===== src/rtl/mem_arbiter.sv =====
// mem_arbiter
// Shares one memory port between the instruction-fetch requester (I) and the
// data load/store requester (D). One transaction is in flight at a time:
// accept (IDLE) -> issue downstream (ISSUE) -> route response (WAIT_RES).
// D normally wins because a data stall freezes the whole pipeline. A
// starvation counter forces an I grant after MAX_STARVE consecutive D grants
// that each left I waiting.
//
// Ports
//   clk, reset            clock, synchronous active-high reset
//   i_req_* / i_res_*     instruction fetch request / response
//   d_req_* / d_res_*     data load/store request / response
//   m_req_* / m_res_*     downstream memory request / response
//   owner                 current or last owner (0 = I, 1 = D)
//   err_spurious          pulse when a response arrives outside WAIT_RES
module mem_arbiter #(
   parameter int unsigned ADDR_W     = 32,
   parameter int unsigned DATA_W     = 32,
   parameter int unsigned MAX_STARVE = 4,     // 1..15
   parameter logic [2:0]  IFETCH_TYP = 3'd6
) (
   input  logic              clk,
   input  logic              reset,
   // instruction fetch requester
   input  logic              i_req_valid,
   output logic              i_req_ready,
   input  logic [ADDR_W-1:0] i_req_addr,
   output logic              i_res_valid,
   output logic [DATA_W-1:0] i_res_data,
   // data requester
   input  logic              d_req_valid,
   output logic              d_req_ready,
   input  logic [ADDR_W-1:0] d_req_addr,
   input  logic [DATA_W-1:0] d_req_wdata,
   input  logic              d_req_fcn,
   input  logic [2:0]        d_req_typ,
   output logic              d_res_valid,
   output logic [DATA_W-1:0] d_res_data,
   // downstream memory port
   output logic              m_req_valid,
   input  logic              m_req_ready,
   output logic [ADDR_W-1:0] m_req_addr,
   output logic [DATA_W-1:0] m_req_wdata,
   output logic              m_req_fcn,
   output logic [2:0]        m_req_typ,
   input  logic              m_res_valid,
   input  logic [DATA_W-1:0] m_res_data,
   // status
   output logic              owner,
   output logic              err_spurious
);

   typedef enum logic [1:0] {
      IDLE     = 2'd0,
      ISSUE    = 2'd1,
      WAIT_RES = 2'd2
   } state_t;

   localparam logic [3:0] STARVE_MAX = 4'(MAX_STARVE);

   state_t     state;
   state_t     state_nxt;
   logic [3:0] starve_cnt;
   logic       grant_i;
   logic       grant_d;
   logic       res_hit;

   // Next state, grant selection and outputs.
   // NOTE: every signal gets a default first so no path leaves one unassigned,
   // which would otherwise infer a latch.
   always_comb begin
      state_nxt    = state;
      grant_i      = 1'b0;
      grant_d      = 1'b0;
      m_req_valid  = 1'b0;
      res_hit      = 1'b0;
      err_spurious = 1'b0;

      case (state)
         IDLE: begin
            // A grant made while reset is high would never be latched, so the
            // requester must not be told it was accepted.
            if (!reset) begin
               if (i_req_valid && (!d_req_valid || starve_cnt == STARVE_MAX)) begin
                  grant_i = 1'b1;
               end else if (d_req_valid) begin
                  grant_d = 1'b1;
               end
            end
            if (grant_i || grant_d) begin
               state_nxt = ISSUE;
            end
            err_spurious = m_res_valid;
         end
         ISSUE: begin
            m_req_valid  = 1'b1;
            err_spurious = m_res_valid;
            if (m_req_ready) begin
               state_nxt = WAIT_RES;
            end
         end
         WAIT_RES: begin
            if (m_res_valid) begin
               res_hit   = !reset;
               state_nxt = IDLE;
            end
         end
         default: begin
            state_nxt = IDLE;
         end
      endcase
   end

   assign i_req_ready = grant_i;
   assign d_req_ready = grant_d;
   assign i_res_valid = res_hit && !owner;
   assign d_res_valid = res_hit &&  owner;
   // Response data is shared; only the valid strobes are steered.
   assign i_res_data  = m_res_data;
   assign d_res_data  = m_res_data;

   // State, starvation counter and latched request fields.
   // NOTE: sequential state uses non-blocking assignments so every register
   // samples the pre-edge values regardless of statement order.
   always_ff @(posedge clk) begin
      if (reset) begin
         // NOTE: the latched request fields are reset along with the control
         // state so the downstream port shows known values after reset.
         state       <= IDLE;
         starve_cnt  <= 4'd0;
         owner       <= 1'b0;
         m_req_addr  <= '0;
         m_req_wdata <= '0;
         m_req_fcn   <= 1'b0;
         m_req_typ   <= 3'd0;
      end else begin
         state <= state_nxt;
         if (grant_i) begin
            owner       <= 1'b0;
            m_req_addr  <= i_req_addr;
            m_req_wdata <= '0;
            m_req_fcn   <= 1'b0;
            m_req_typ   <= IFETCH_TYP;
            starve_cnt  <= 4'd0;
         end else if (grant_d) begin
            owner       <= 1'b1;
            m_req_addr  <= d_req_addr;
            m_req_wdata <= d_req_wdata;
            m_req_fcn   <= d_req_fcn;
            m_req_typ   <= d_req_typ;
            // Only a D grant that leaves I waiting counts toward starvation.
            if (i_req_valid && starve_cnt != STARVE_MAX) begin
               starve_cnt <= starve_cnt + 4'd1;
            end
         end
      end
   end

endmodule


===== config.mk =====
export PLATFORM = sky130hd
export DESIGN_NAME = mem_arbiter
export DESIGN_NICKNAME = d
export VERILOG_FILES = /design/src/rtl/mem_arbiter.sv
export SDC_FILE = /design/constraint.sdc
export NUM_CORES = 1
export LEC_CHECK = 0
export ABC_AREA = 1
export CORE_MARGIN = 3
export CORE_UTILIZATION = 32
export DETAILED_ROUTE_END_ITERATION = 8
export GPL_ROUTABILITY_DRIVEN = 0
export PLACE_DENSITY = 0.75
export SLEW_MARGIN = 20
export SYNTH_ARGS = -nofsm -noshare
export SYNTH_HDL_FRONTEND = slang
export SYNTH_SLANG_ARGS = --single-unit

===== constraint.sdc =====
create_clock -name clk -period 1.5 [get_ports clk]
set_input_delay 0.15 -clock clk [delete_from_list [all_inputs] [get_ports clk]]
set_output_delay 0.15 -clock clk [all_outputs]
set_load 0.02 [all_outputs]

==> impl_metrics.ini, run 1 <==
[sta]
maxSlewHeadroom = 0.693
worstMarginPinSlew_ns = 0.460
worst_slack_ns = -0.131
setup_total_negative_slack_ns = -2.85
period_needed_ns = 1.63
grt_setup_unrepaired = yes
final.period_utilization = 1.09
max_freq_mhz = 613
final_hold_violations = 0
finalMaxSlewViolations = 0
fin_skew_ns = 0.00748
holdWs_ns = 0.282
timing.final.setup_violations = 71

[logic_synthesis]
synth_warnings = 0
post_synth_instance_area_um2 = 3910
synth_sequential_area_ratio = 0.384
synth.top_cell.area_share = 0.384
syn_nets = 706
yosys.area.top_type = sky130_fd_sc_hd__dfxtp_1
ys_ff_latch = 75
syn_avg_cell_area_um2 = 6.91
synth_cells = 566
yosys-top-cells-area = sky130_fd_sc_hd__dfxtp_1, sky130_fd_sc_hd__nand2_1, sky130_fd_sc_hd__buf_4
synthDistinctLibCells = 20

[floorplanning]
overall_die_area_um2 = 13600
floorplan.initialDensity = 0.335
row_count = 39
coreArea_um2 = 11700
io-pin-count = 277
chipHeight_um = 117
die_x_um = 117

[power_and_ir_drop]
power_switching_share = 0.309
ir_worst_vdd_mv = 0.494
leakage_nw = 2.70
sequentialPowerShare = 0.364
finalPower_mw = 6.07
cellInternalPower_mw = 4.19
p_clk_frac = 0.333
powerDensity_nw_per_um2 = 956
net-switching-power_mw = 1.88
share_comb_of_total_power = 0.303

[cells_and_area]
mostFrequentLayoutCells = sky130_fd_sc_hd__nand2_1, sky130_fd_sc_hd__clkdlybuf4s50_1, sky130_fd_sc_hd__dfxtp_1
nNetsFinal = 852
syn_to_final_growth_pct = 62.4
drive_gt1_frac = 0.159
finish.instance_area_um2 = 6350
layout.cells.most_common = sky130_fd_sc_hd__nand2_1
antennaDiodeCount = 0

[global_route]
first_pass_grt_wire_length_um = 20200
overflow = 0
gr-usage-all-layers = 0.188
first_global_vias = 4055
maximum_number_of_pins_on_one_net_before_global_route_repair = 40
initial_antenna_violation_count = 0

[cts]
h-tree-depth = 3
clk_root_buffer_cell = sky130_fd_sc_hd__clkbuf_16
cts.sinks = 75
clk-insertion-delay-late_ns = 0.33
clk_pin_slew_worst_paths_ns = 0.06
numCtsBuffers = 9
max-clock-path-buffers = 2
tritoncts_clock_tree = yes

[placement]
placed_area_um2 = 5560
detailed_place_hpwl_um = 9160
io_buffer_count = 180
dpl_worst_slack_ns = -0.318

[drt]
drt_drc_violations_left = 0
ant_nets = 0
post_drt_wl_per_cell_um = 16.6
viasPerCell = 4.91
wl_um = 14300
routed-via-count = 4225
drt_pre_antenna_iters = 7
drt_iter0_markers = 200

[critical_path]
start_kind = flop
critPathMaxFanout = 4
end_kind = output pin
worst-endpoint-arrival_ns = 1.48
worst-r2r-cell-count = 10
worst-setup-path-type = reg -> out
cp_data_required_time_ns = 1.35

[status]
violations = setup timing
outcome = complete, but fails checks

[run]
drv.max_cap_violation_count = 0

[min_path]
worst_hold_path_type = in -> reg
worst_hold_path.num_cells = 5
-- flip-flops by register name (all words and copies together) (netlist names) --
name         cells
state            2
m_req_wdata     32
starve_cnt       4
m_req_typ        3
owner            1
m_req_fcn        1
m_req_addr      32
-- worst max-delay path: stages, from the launching register on --
cell	delay, ns
sky130_fd_sc_hd__dfxtp_2	0.32
sky130_fd_sc_hd__inv_2	0.07
sky130_fd_sc_hd__ha_4	0.14
sky130_fd_sc_hd__nand3_4	0.07
sky130_fd_sc_hd__nand2_2	0.14
sky130_fd_sc_hd__nand2_4	0.09
sky130_fd_sc_hd__nand2_4	0.11
sky130_fd_sc_hd__inv_2	0.05
sky130_fd_sc_hd__buf_2	0.15
-- power by group through the flow --
stage | Sequential (mW) | Clock [mW] | Combinational [mW]
CTS | 2.21 | 2.05 | 1.59
detailed placement | 2.25 | 0 | 1.52
global placement | 2.25 | 0 | 1.50
finish | 2.21 | 2.02 | 1.84
global route | 2.22 | 2.14 | 1.98
floorplan | 2.40 | 0 | 0.810
-- cell type report --
cell class / instances / area [um2]
clock inverter: 7 / 53.8
multi-input combinational: 342 / 1710
inverter: 50 / 193
sequential: 75 / 1510
tap: 143 / 179
timing repair buffer: 234 / 2480
fill: 1090 / 5310
clock buffer: 9 / 225
-- synth_stat cells --
library cell and instances:
sky130_fd_sc_hd__a21oi_1 71, sky130_fd_sc_hd__buf_2 11, sky130_fd_sc_hd__buf_4 69, sky130_fd_sc_hd__clkbuf_1 19, sky130_fd_sc_hd__dfxtp_1 75, sky130_fd_sc_hd__ha_1 2
sky130_fd_sc_hd__inv_1 45, sky130_fd_sc_hd__inv_2 4, sky130_fd_sc_hd__inv_4 1, sky130_fd_sc_hd__nand2_1 175, sky130_fd_sc_hd__nand2_2 2, sky130_fd_sc_hd__nand3_1 37
sky130_fd_sc_hd__nand4_1 35, sky130_fd_sc_hd__nand4_2 1, sky130_fd_sc_hd__nor2_1 7, sky130_fd_sc_hd__nor2_2 2, sky130_fd_sc_hd__nor2_4 2, sky130_fd_sc_hd__o21ai_0 1
sky130_fd_sc_hd__o21ai_1 5, sky130_fd_sc_hd__xor2_1 2
-- layer usage --
layer / vias to the layer above / track usage / share of wire
met2: 184 / 0.317 / 0.50
met5: - / 0 / 0
met3: 44 / 0.0580 / 0.072
met1: 1954 / 0.221 / 0.40
li1: 2043 / - / -
met4: 0 / 0.0810 / 0.032
-- per-stage QoR --
step / utilization / std cells
2_1_floorplan: - / 566
3_3_place_gp: 0.477 / 821
3_5_place_dp: 0.477 / 821
4_1_cts: 0.518 / 847
5_1_grt: 0.545 / 860
6_report: 0.545 / 860
-- worst paths after layout --
check                   endpoint           start  slack, ns
setup / recovery     d_req_ready   starve_cnt[0]      -0.13
hold reg to reg   m_req_addr[10]  m_req_addr[10]       0.46
hold / removal    m_req_addr[17]           reset       0.28
setup reg to reg  m_req_addr[26]   starve_cnt[0]      -0.07
-- logic make-up after synthesis --
family,Yosys count,share of synthesized area
fa+ha+maj,2,0.00640
simple gates,261,0.293
buf+inv,149,0.213
flops,75,0.384
compound gates,77,0.0985
xor+xnor,2,0.00448
-- timing repair --
item | CTS | global route
endpoints found under the setup margin | 80 | 81
gates cloned | 3 | 6
hold buffers | 0 | 0
buffers inserted | 7 | 10
gates resized for setup | 39 | 43
pin swaps | 5 | 15
Note: power is estimated with default switching activity, not from simulation.
==> run 2: changes to the inputs <==
--- a/config.mk
+++ b/config.mk
@@ -6,7 +6,8 @@
 export NUM_CORES = 1
 export LEC_CHECK = 0
 export ABC_AREA = 1
-export CORE_MARGIN = 3
+export CORE_ASPECT_RATIO = 1.75
+export CORE_MARGIN = 2
 export CORE_UTILIZATION = 32
 export DETAILED_ROUTE_END_ITERATION = 8
 export GPL_ROUTABILITY_DRIVEN = 0
==> run 2 against run 1 <==
  * Sequential share of layout area rose by 0.35 points
  * Combinational power down 4%
  * Sequential power hardly changed
  * Sequential cell count did not move
  * Wire length down 2.8%
  * The run still ends with setup timing left
  * Clock-buffer cell count is the same
  * Die area fell by 3.1%
  * Fmax up 4.4%
  * Via count shrank 2.1%
  * Critical endpoint unchanged
  * Register-to-register slack improved by 0.04 ns
  * First-iteration DRC count decreased by 34%
==> impl_metrics.ini, run 2 (synthesized netlist as in run 1, its figures left out) <==
[status]
outcome = complete, but fails checks
violations = setup timing

[cts]
clk_root_buffer_cell = sky130_fd_sc_hd__clkbuf_16
clk-insertion-delay-late_ns = 0.33
clk_pin_slew_worst_paths_ns = 0.05
cts.sinks = 75
numCtsBuffers = 9
tritoncts_clock_tree = yes
max-clock-path-buffers = 2
h-tree-depth = 3

[sta]
worstMarginPinSlew_ns = 0.453
final_hold_violations = 0
grt_setup_unrepaired = yes
final.period_utilization = 1.04
period_needed_ns = 1.56
fin_skew_ns = 0.0120
finalMaxSlewViolations = 0
max_freq_mhz = 640
timing.final.setup_violations = 25
maxSlewHeadroom = 0.698
worst_slack_ns = -0.0622

[drt]
wl_met2_um = 7670
drt_iter0_markers = 132
ant_nets = 0
routed.top_layer = met4
post_drt_wl_per_cell_um = 15.7
routed-via-count = 4137
routedLengthMet1_um = 4730
drt_drc_violations_left = 0
wl_met3_um = 736
drt_pre_antenna_iters = 4
viasPerCell = 4.68
wl_um = 13900

[placement]
placed_area_um2 = 5620
dp_cells = 848
io_buffer_count = 180
detailed_place_hpwl_um = 9180

[floorplanning]
die_x_um = 87.6
overall_die_area_um2 = 13200
row_count = 53
coreArea_um2 = 12000
floorplan.initialDensity = 0.326
chipHeight_um = 150
io-pin-count = 277

[global_route]
gr-usage-all-layers = 0.204
first_global_vias = 3942
overflow = 0
initial_antenna_violation_count = 0
first_pass_grt_wire_length_um = 20400
maximum_number_of_pins_on_one_net_before_global_route_repair = 38

[critical_path]
cp_data_required_time_ns = 1.35
start_kind = flop
end_kind = output pin
worst-endpoint-arrival_ns = 1.41
worst-setup-path-type = reg -> out
critical_path.reg2reg.startpoint = starve_cnt[0]
crit_start = starve_cnt[0]
critPathMaxFanout = 3

[cells_and_area]
nNetsFinal = 855
layout.cells.non_filler = 884
mostFrequentLayoutCells = sky130_fd_sc_hd__nand2_1, sky130_fd_sc_hd__clkdlybuf4s50_1, sky130_fd_sc_hd__dfxtp_1
nFillCells = 1149
final_util = 0.522
antennaDiodeCount = 0
finish.instance_area_um2 = 6260
drive_gt1_frac = 0.150
syn_to_final_growth_pct = 60.1
reg.largest.list = m_req_addr x32, m_req_wdata x32, starve_cnt x4

[power_and_ir_drop]
ir_worst_vdd_mv = 0.552
powerDensity_nw_per_um2 = 975
leakage_nw = 2.60

[min_path]
hp-start = m_res_data[14]
worst_hold_path_type = in -> out

[run]
drv.max_cap_violation_count = 0
-- run 2: cell count changes in the layout (fill, tap and decap cells not counted), moves of 2 or more --
cell / change
sky130_fd_sc_hd__buf_4: +11
sky130_fd_sc_hd__buf_12: -3
sky130_fd_sc_hd__clkdlybuf4s50_1: +4
sky130_fd_sc_hd__clkinvlp_4: -2
sky130_fd_sc_hd__dlymetal6s2s_1: -4
sky130_fd_sc_hd__a21oi_2: -7
sky130_fd_sc_hd__clkbuf_16: -5
sky130_fd_sc_hd__a21oi_1: +7
-- run 2: layout make-up --
cell class / instances / area, um2 / area share
Inverter: 50 / 200 / 0.0320
Multi-Input combinational cell: 342 / 1690 / 0.269
Sequential cell: 75 / 1510 / 0.241
Clock buffer: 9 / 225 / 0.0360
Clock inverter: 6 / 65.1 / 0.0104
Timing Repair Buffer: 237 / 2370 / 0.379
Tap cell: 165 / 206 / 0.0330
-- run 2: per-stage QoR --
step	hold slack (ns)	worst slack (ns)	power [mW]	setup TNS, ns
detailed placement	0.300	-0.316	3.79	-17.54
global placement	0.300	-0.301	3.78	-14.95
floorplan	0.291	-0.0157	3.21	-0.313
global route	0.300	-0.142	6.43	-6.37
finish	0.300	-0.0622	6.11	-0.255
CTS	0.300	-0.0802	6.17	-1.07
-- run 2: critical path: stages, from the launching register on --
cell and delay, ns:
sky130_fd_sc_hd__dfxtp_2 0.33, sky130_fd_sc_hd__inv_2 0.08, sky130_fd_sc_hd__ha_4 0.15, sky130_fd_sc_hd__nand3_4 0.08
sky130_fd_sc_hd__nand2_4 0.10, sky130_fd_sc_hd__nand2_4 0.07, sky130_fd_sc_hd__nand2_4 0.12, sky130_fd_sc_hd__inv_4 0.04
sky130_fd_sc_hd__buf_6 0.12
-- run 2: final timing paths --
kind	slack [ns]	endpoint	depth (start not counted)
max	-0.06	d_req_ready	8
min	0.30	d_res_data[14]	0
max reg2reg	-0.03	m_req_addr[0]	9
min reg2reg	0.46	m_req_wdata[20]	2
-- run 2: power by group --
part | total (mW) | switching, mW | internal, mW
clock | 2.14 | 0.858 | 1.28
combinational | 1.76 | 0.876 | 0.886
sequential | 2.20 | 0.0727 | 2.13
total | 6.11 | 1.81 | 4.30
-- run 2: layer usage --
metal	vias up	track usage
li1	2046	-
met1	1880	0.198
met2	141	0.384
met3	70	0.0362
met4	0	0.128
met5	-	0
-- run 2: repair_timing --
item / in CTS / in global routing
hold buffers: 0 / 0
buffers inserted: 14 / 4
pin swaps: 6 / 11
gates cloned: 4 / 2
setup endpoints to repair: 79 / 77
resized for setup: 48 / 20
==> run 3: changes to the inputs <==
--- a/config.mk
+++ b/config.mk
@@ -9,6 +9,7 @@
 export CORE_ASPECT_RATIO = 1.75
 export CORE_MARGIN = 2
 export CORE_UTILIZATION = 32
+export CTS_CLUSTER_SIZE = 28
 export DETAILED_ROUTE_END_ITERATION = 8
 export GPL_ROUTABILITY_DRIVEN = 0
 export PLACE_DENSITY = 0.75
==> results of run 3 <==
No change in the layout: final DEF, timing and power equal those of run 2.
